<file path="src/rtl/ofm_in_fsm.sv">
// Transmit-side frame sequencer: walks the MM2S control-word stream, forwards frame
// data to the TX data FIFO and emits one checksum/byte-count info word per good frame.
module ofm_in_fsm (
    input  logic        mm2s_clk,
    input  logic        mm2s_resetn,
    input  logic [36:0] ctrl_fifo_rdata,
    input  logic        ctrl_fifo_empty,
    output logic        ctrl_fifo_rden,
    input  logic [72:0] data_fifo_rdata,
    input  logic        data_fifo_empty,
    output logic        data_fifo_rden,
    output logic [72:0] tx_fifo_wdata,
    output logic        tx_fifo_wren,
    input  logic        tx_fifo_afull,
    output logic [64:0] info_fifo_wdata,
    output logic        info_fifo_wren,
    input  logic        info_fifo_afull,
    output logic [3:0]  ofm_in_fsm_dbg
);
    localparam int C_INFO_W = 65;

    typedef enum logic [2:0] {
        S_IDLE = 3'd0,
        S_CTRL = 3'd1,
        S_SKIP = 3'd2,
        S_DATA = 3'd3,
        S_DROP = 3'd4,
        S_INFO = 3'd5
    } state_t;

    state_t        r_state;
    state_t        w_state_next;
    logic [2:0]    r_wcnt;
    logic          r_flag_ok;
    logic          r_csum_en;
    logic [15:0]   r_csum_begin;
    logic [15:0]   r_csum_insert;
    logic [15:0]   r_csum_init;
    logic [15:0]   r_bytecnt;

    logic [31:0]         w_ctrl_word;
    logic                w_ctrl_last;
    logic                w_data_last;
    logic                w_flag_ok;
    logic [3:0]          w_keep_cnt;
    logic [C_INFO_W-1:0] w_info_word;
    logic                w_unused_ctrl_keep;

    function automatic logic [3:0] popcnt8(input logic [7:0] k);
        logic [3:0] n;
        n = 4'd0;
        for (int i = 0; i < 8; i++) n = n + {3'd0, k[i]};
        return n;
    endfunction

    assign w_ctrl_word        = ctrl_fifo_rdata[31:0];
    assign w_ctrl_last        = ctrl_fifo_rdata[36];
    assign w_data_last        = data_fifo_rdata[72];
    assign w_keep_cnt         = popcnt8(data_fifo_rdata[71:64]);
    assign w_unused_ctrl_keep = &{1'b0, ctrl_fifo_rdata[35:32]};
    // A one-word control stream decides validity from the flag word being popped right now.
    assign w_flag_ok   = (r_wcnt == 3'd0) ? (w_ctrl_word[31:28] == 4'hA) : r_flag_ok;
    assign w_info_word = {r_csum_en, r_csum_begin, r_csum_insert, r_csum_init, r_bytecnt};
    assign ofm_in_fsm_dbg = {tx_fifo_afull, r_state};

    always_ff @(posedge mm2s_clk or negedge mm2s_resetn) begin
        if (!mm2s_resetn) r_state <= S_IDLE;
        else              r_state <= w_state_next;
    end

    always_comb begin
        w_state_next = r_state;
        case (r_state)
            S_IDLE: if (!ctrl_fifo_empty) w_state_next = S_CTRL;
            S_CTRL: if (ctrl_fifo_rden) begin
                if (w_ctrl_last)          w_state_next = w_flag_ok ? S_DATA : S_DROP;
                else if (r_wcnt == 3'd5)  w_state_next = S_SKIP;
            end
            S_SKIP: if (ctrl_fifo_rden && w_ctrl_last) w_state_next = r_flag_ok ? S_DATA : S_DROP;
            S_DATA: if (data_fifo_rden && w_data_last) w_state_next = S_INFO;
            S_DROP: if (data_fifo_rden && w_data_last) w_state_next = S_IDLE;
            S_INFO: if (!info_fifo_afull) w_state_next = S_IDLE;
            default: w_state_next = S_IDLE;
        endcase
    end

    always_comb begin
        ctrl_fifo_rden = 1'b0;
        data_fifo_rden = 1'b0;
        case (r_state)
            S_CTRL, S_SKIP: ctrl_fifo_rden = !ctrl_fifo_empty;
            S_DATA:         data_fifo_rden = !data_fifo_empty && !tx_fifo_afull;
            S_DROP:         data_fifo_rden = !data_fifo_empty;
            default: ;
        endcase
    end

    always_ff @(posedge mm2s_clk or negedge mm2s_resetn) begin
        if (!mm2s_resetn) begin
            r_wcnt          <= 3'd0;
            r_flag_ok       <= 1'b0;
            r_csum_en       <= 1'b0;
            r_csum_begin    <= 16'd0;
            r_csum_insert   <= 16'd0;
            r_csum_init     <= 16'd0;
            r_bytecnt       <= 16'd0;
            tx_fifo_wren    <= 1'b0;
            tx_fifo_wdata   <= 73'd0;
            info_fifo_wren  <= 1'b0;
            info_fifo_wdata <= 65'd0;
        end else begin
            tx_fifo_wren   <= (r_state == S_DATA) && data_fifo_rden;
            info_fifo_wren <= (r_state == S_INFO) && !info_fifo_afull;
            if ((r_state == S_DATA) && data_fifo_rden) tx_fifo_wdata <= data_fifo_rdata;
            if ((r_state == S_INFO) && !info_fifo_afull) info_fifo_wdata <= w_info_word;
            case (r_state)
                S_IDLE: begin
                    r_wcnt        <= 3'd0;
                    r_flag_ok     <= 1'b0;
                    r_csum_en     <= 1'b0;
                    r_csum_begin  <= 16'd0;
                    r_csum_insert <= 16'd0;
                    r_csum_init   <= 16'd0;
                    r_bytecnt     <= 16'd0;
                end
                S_CTRL: if (ctrl_fifo_rden) begin
                    r_wcnt <= r_wcnt + 3'd1;
                    case (r_wcnt)
                        3'd0: r_flag_ok <= (w_ctrl_word[31:28] == 4'hA);
                        3'd1: r_csum_en <= w_ctrl_word[0];
                        3'd2: begin
                            r_csum_begin  <= w_ctrl_word[31:16];
                            r_csum_insert <= w_ctrl_word[15:0];
                        end
                        3'd3: r_csum_init <= w_ctrl_word[15:0];
                        default: ;
                    endcase
                end
                S_DATA: if (data_fifo_rden) r_bytecnt <= r_bytecnt + {12'd0, w_keep_cnt};
                default: ;
            endcase
        end
    end
endmodule

</file>
<file path="config.mk">
export PLATFORM = sky130hd
export DESIGN_NAME = ofm_in_fsm
export DESIGN_NICKNAME = d
export VERILOG_FILES = /design/src/rtl/ofm_in_fsm.sv
export SDC_FILE = /design/constraint.sdc
export NUM_CORES = 1
export LEC_CHECK = 0
export CAP_MARGIN = 10
export CORE_MARGIN = 2
export CORE_UTILIZATION = 40
export DETAILED_ROUTE_END_ITERATION = 7
export DONT_BUFFER_PORTS = 1
export HOLD_SLACK_MARGIN = 0.15
export PLACE_DENSITY = 0.54
export SYNTH_ARGS = -nofsm -noshare
export SYNTH_HDL_FRONTEND = slang
export SYNTH_SLANG_ARGS = --single-unit
</file>
<file path="constraint.sdc">
create_clock -name mm2s_clk -period 4.15 [get_ports mm2s_clk]
set_clock_uncertainty 0.2 [all_clocks]
set_input_delay 1.0375 -clock mm2s_clk [delete_from_list [all_inputs] [get_ports mm2s_clk]]
set_output_delay 1.0375 -clock mm2s_clk [all_outputs]
set_load 0.03 [all_outputs]
</file>
==> impl_metrics.csv, run 1 <==
group,metric,value,unit
synthesis,syn-instance-count,831,
power_and_ir_drop,pwr-share-seq,51.9,%
sta,whs,0.02509,ns
power_and_ir_drop,power_frac_comb,19.1,%
drt,routed_wire_length_per_instance,17.60,um
clock_network,clk_path_buf_depth,3,
clock_network,clk_pin_slew,0.06,ns
grt,grt_pass1_wl,32240,um
final_layout,layout-drive-gt1-share,16.65,%
synthesis,ys_ff_latch,212,
grt,grt_pass1_vias,5782,
power_and_ir_drop,p_total,0.007895,W
synthesis,synthArstFlopShare,100.0,%
power_and_ir_drop,p_per_area,790.9,nW/um2
worst_setup_path,rr_worst_depth,10,
synthesis,synth_top_family_by_area,"simple AND/OR/NAND/NOR gates",
drt,ant_nets,0,
drt,vias_per_cell,5.068,
die,fp.dieW,152.0,um
place,post_dp_cell_area,9114,um2
drt,route.detailed.drc,0,
clock_network,clock_sinks,212,
power_and_ir_drop,clkPwrFrac,29.0,%
place,dp.final_hpwl,13490,um
synthesis,synth_xor_area_share,0.7994,%
synthesis,syn_area,8765,um2
synthesis,synth_edf_count,0,
synthesis,syn_nets,963,
worst_setup_path,critical_path_class,"in2reg",
worst_setup_path,cp-end-kind,"flip-flop",
worst_setup_path,critPathRequiredTime,4.35,ns
final_layout,synthToLayoutAreaGrowth,13.89,%
worst_setup_path,critPathArrivalTime,4.14,ns
die,core_area,21690,um2
synthesis,ys.flop_type,"dfrtp_1",
grt,track_usage,16.96,%
worst_setup_path,crit_fanout,6,
power_and_ir_drop,switching_share,40.35,%
die,dieArea,23110,um2
synthesis,synthMuxAreaShare,8.608,%
sta,setup_viol,0,
place,gp_congestion,0.7840,
final_layout,finalNetCount,961,
min_path,hp-class,"in2async",
power_and_ir_drop,ir_drop,0.4215,mV
die,io_pins,262,
drt,vias,5712,
place,port_buffers,0,
power_and_ir_drop,p_switching,0.003186,W
synthesis,synth.avg_cell_area,10.55,um2
power_and_ir_drop,power.internal,0.004709,W
sta,worst_pin_slew,0.7914,ns
synthesis,synth_cell_types,47,
synthesis,yosysSeqAreaShare,60.53,%
grt,grt_overflow_total,0,
drt,drt_wl_total,19840,um
clock_network,cts_max_level,1,
final_layout,antenna_cells,0,
clock_network,clk_latency,0.51,ns
clock_network,post_cts_buffers,0,
sta,min_period,3.943,ns
sta,max_freq,253.6,MHz
clock_network,ctsRootBufferMaster,"clkbuf_16",
sta,rsz0062_at_grt,"no",
sta,fin_crit_sh,95.02,%
sta,max_slew_margin,47.24,%
clock_network,cts_tree,"done",
drt,first_iter_violations,271,
synthesis,synth_compound_area_share,7.052,%
die,std_cell_rows,54,
sta,drv_slew,0,
final_layout,utilization,46.03,%
sta,hold_violations,0,
worst_setup_path,crit_path_start_kind,"input port",
synthesis,synthAdderAreaFrac,2.712,%
synthesis,ys_warn_count,0,
final_layout,finalInstanceArea,9982,um2
grt,grt_max_degree,213,
drt,dr.pass1.iters,4,
grt,grt_antenna_before_repair,0,
synthesis,synth-simple-area-share,16.99,%
flow_run,drv_cap,0,
die,die_height,152.0,um
power_and_ir_drop,leakagePower,4.830,nW
die,initial_core_util,40.41,%
run_status,outcome,"finished, final reports clean",
clock_network,cts_inserted_buffers,24,
stage by stage:
stage | worst slack [ns] | TNS [ns] | instances
finish | 0.2065 | 0 | 1127
global route | 0.08997 | 0 | 1127
global placement | -0.2759 | -1.819 | 1083
CTS | 0.2019 | 0 | 1127
detailed placement | -0.3538 | -2.236 | 1083
floorplan | -0.1558 | -0.7521 | 831
critical path: stages:
cell and delay, ns:
fa_1 0.53, inv_1 0.05, fa_1 0.49, fa_1 0.43, fa_2 0.38, fa_2 0.39, nor2b_4 0.16, o21ai_4 0.13
a2111oi_4 0.35, xnor2_1 0.16, nor2_1 0.05
power groups by stage:
stage               Clock [W]  Sequential (W)  Combinational, W
global route          0.00244         0.00418           0.00176
finish                0.00229         0.00410           0.00151
global placement            0         0.00414           0.00150
floorplan                   0         0.00400           0.00117
CTS                   0.00236         0.00411           0.00154
detailed placement          0         0.00415           0.00154
Yosys cell counts, types with 4 or more instances:
master | n | share of area [%]
nand2b_1 | 6 | 0.43
nand4_1 | 4 | 0.29
o21ai_1 | 4 | 0.23
or3_1 | 4 | 0.29
xnor2_1 | 6 | 0.60
buf_2 | 19 | 1.1
a21oi_1 | 14 | 0.80
nand3_1 | 6 | 0.34
fa_1 | 5 | 1.1
clkbuf_1 | 17 | 0.73
dfrtp_1 | 212 | 61
ha_1 | 11 | 1.6
o21ai_0 | 62 | 3.5
nor2_1 | 15 | 0.64
o31ai_1 | 4 | 0.34
nor2b_1 | 5 | 0.36
inv_1 | 20 | 0.86
nand2_1 | 309 | 13
mux2_2 | 66 | 8.5
buf_6 | 4 | 0.51
cell type report:
type                            count  area (um2)
Fill cell                        2046       11710
Clock inverter                     13       200.2
Multi-Input combinational cell    557        3269
Clock buffer                       31       668.1
Timing Repair Buffer               13       110.1
Inverter                           21       78.83
Tap cell                          280       350.3
Sequential cell                   212        5305
cell families (layout without fill, tap and decap cells):
family / count (synthesis) / count (layout)
xor+xnor: 8 / 8
compound gates: 103 / 103
flops: 212 / 212
mux: 67 / 67
fa+ha+maj: 16 / 16
simple gates: 363 / 363
buf+inv: 62 / 78
layout by cell type (no fill, tap or decap), types with 4 or more instances in the layout:
master	n
buf_4	12
bufinv_16	5
nand3_1	6
xnor2_1	6
nor2b_1	4
ha_1	11
nor2_1	15
o21ai_0	61
nand4_1	4
o31ai_1	4
clkbuf_1	4
inv_1	20
clkinv_2	5
a21oi_1	12
clkbuf_16	25
dfrtp_1	212
o21ai_1	4
mux2_2	66
nand2_1	309
nand2b_1	6
metal layers:
metal / track usage, % / vias to the layer above / wire length (um)
li1: - / 2722 / -
met5: 0 / - / 0
met2: 28.01 / 195 / 9506
met3: 5.705 / 37 / 1705
met1: 21.29 / 2758 / 8152
met4: 5.029 / 0 / 476
timing repair:
action / 4_1_cts / 5_1_grt
setup endpoints to repair: 0 / 0
hold endpoints to repair: 212 / 212
gates resized for setup: 0 / 0
state kept, by name, indices dropped and copies added, names as in the netlist, 3 cells and up:
signal and count:
tx_fifo_wdata 73, info_fifo_wdata 65, r_csum_begin 16, r_state 3
r_wcnt 3, r_csum_insert 16, r_csum_init 16, r_bytecnt 16
path summary, 6_finish.rpt:
path | start | endpoint | slack [ns]
max in group asynchronous | mm2s_resetn | r_csum_init[8] | 3.48
hold reg to reg | r_csum_begin[12] | r_csum_begin[12] | 0.28
setup reg to reg | r_bytecnt[0] | r_bytecnt[14] | 0.85
setup / recovery | data_fifo_rdata[64] | r_bytecnt[14] | 0.21
min in group mm2s_clk | r_csum_begin[12] | r_csum_begin[12] | 0.28
hold / removal | mm2s_resetn | tx_fifo_wdata[10] | 0.03
Power figures use the tool's default switching activity.
==> run 2: changes to the inputs <==
--- a/config.mk
+++ b/config.mk
@@ -12,6 +12,8 @@
 export DONT_BUFFER_PORTS = 1
 export HOLD_SLACK_MARGIN = 0.15
 export PLACE_DENSITY = 0.54
+export SKIP_LAST_GASP = 1
+export SLEW_MARGIN = 20
 export SYNTH_ARGS = -nofsm -noshare
 export SYNTH_HDL_FRONTEND = slang
 export SYNTH_SLANG_ARGS = --single-unit
==> results of run 2 <==
Same layout as run 1: the final DEF is identical, and so are final timing and power.
==> run 3: changes to the inputs <==
--- a/config.mk
+++ b/config.mk
@@ -8,6 +8,7 @@
 export CAP_MARGIN = 10
 export CORE_MARGIN = 2
 export CORE_UTILIZATION = 40
+export CTS_CLUSTER_SIZE = 25
 export DETAILED_ROUTE_END_ITERATION = 7
 export DONT_BUFFER_PORTS = 1
 export HOLD_SLACK_MARGIN = 0.15
==> results of run 3 <==
Same layout as run 1: the final DEF is identical, and so are final timing and power.
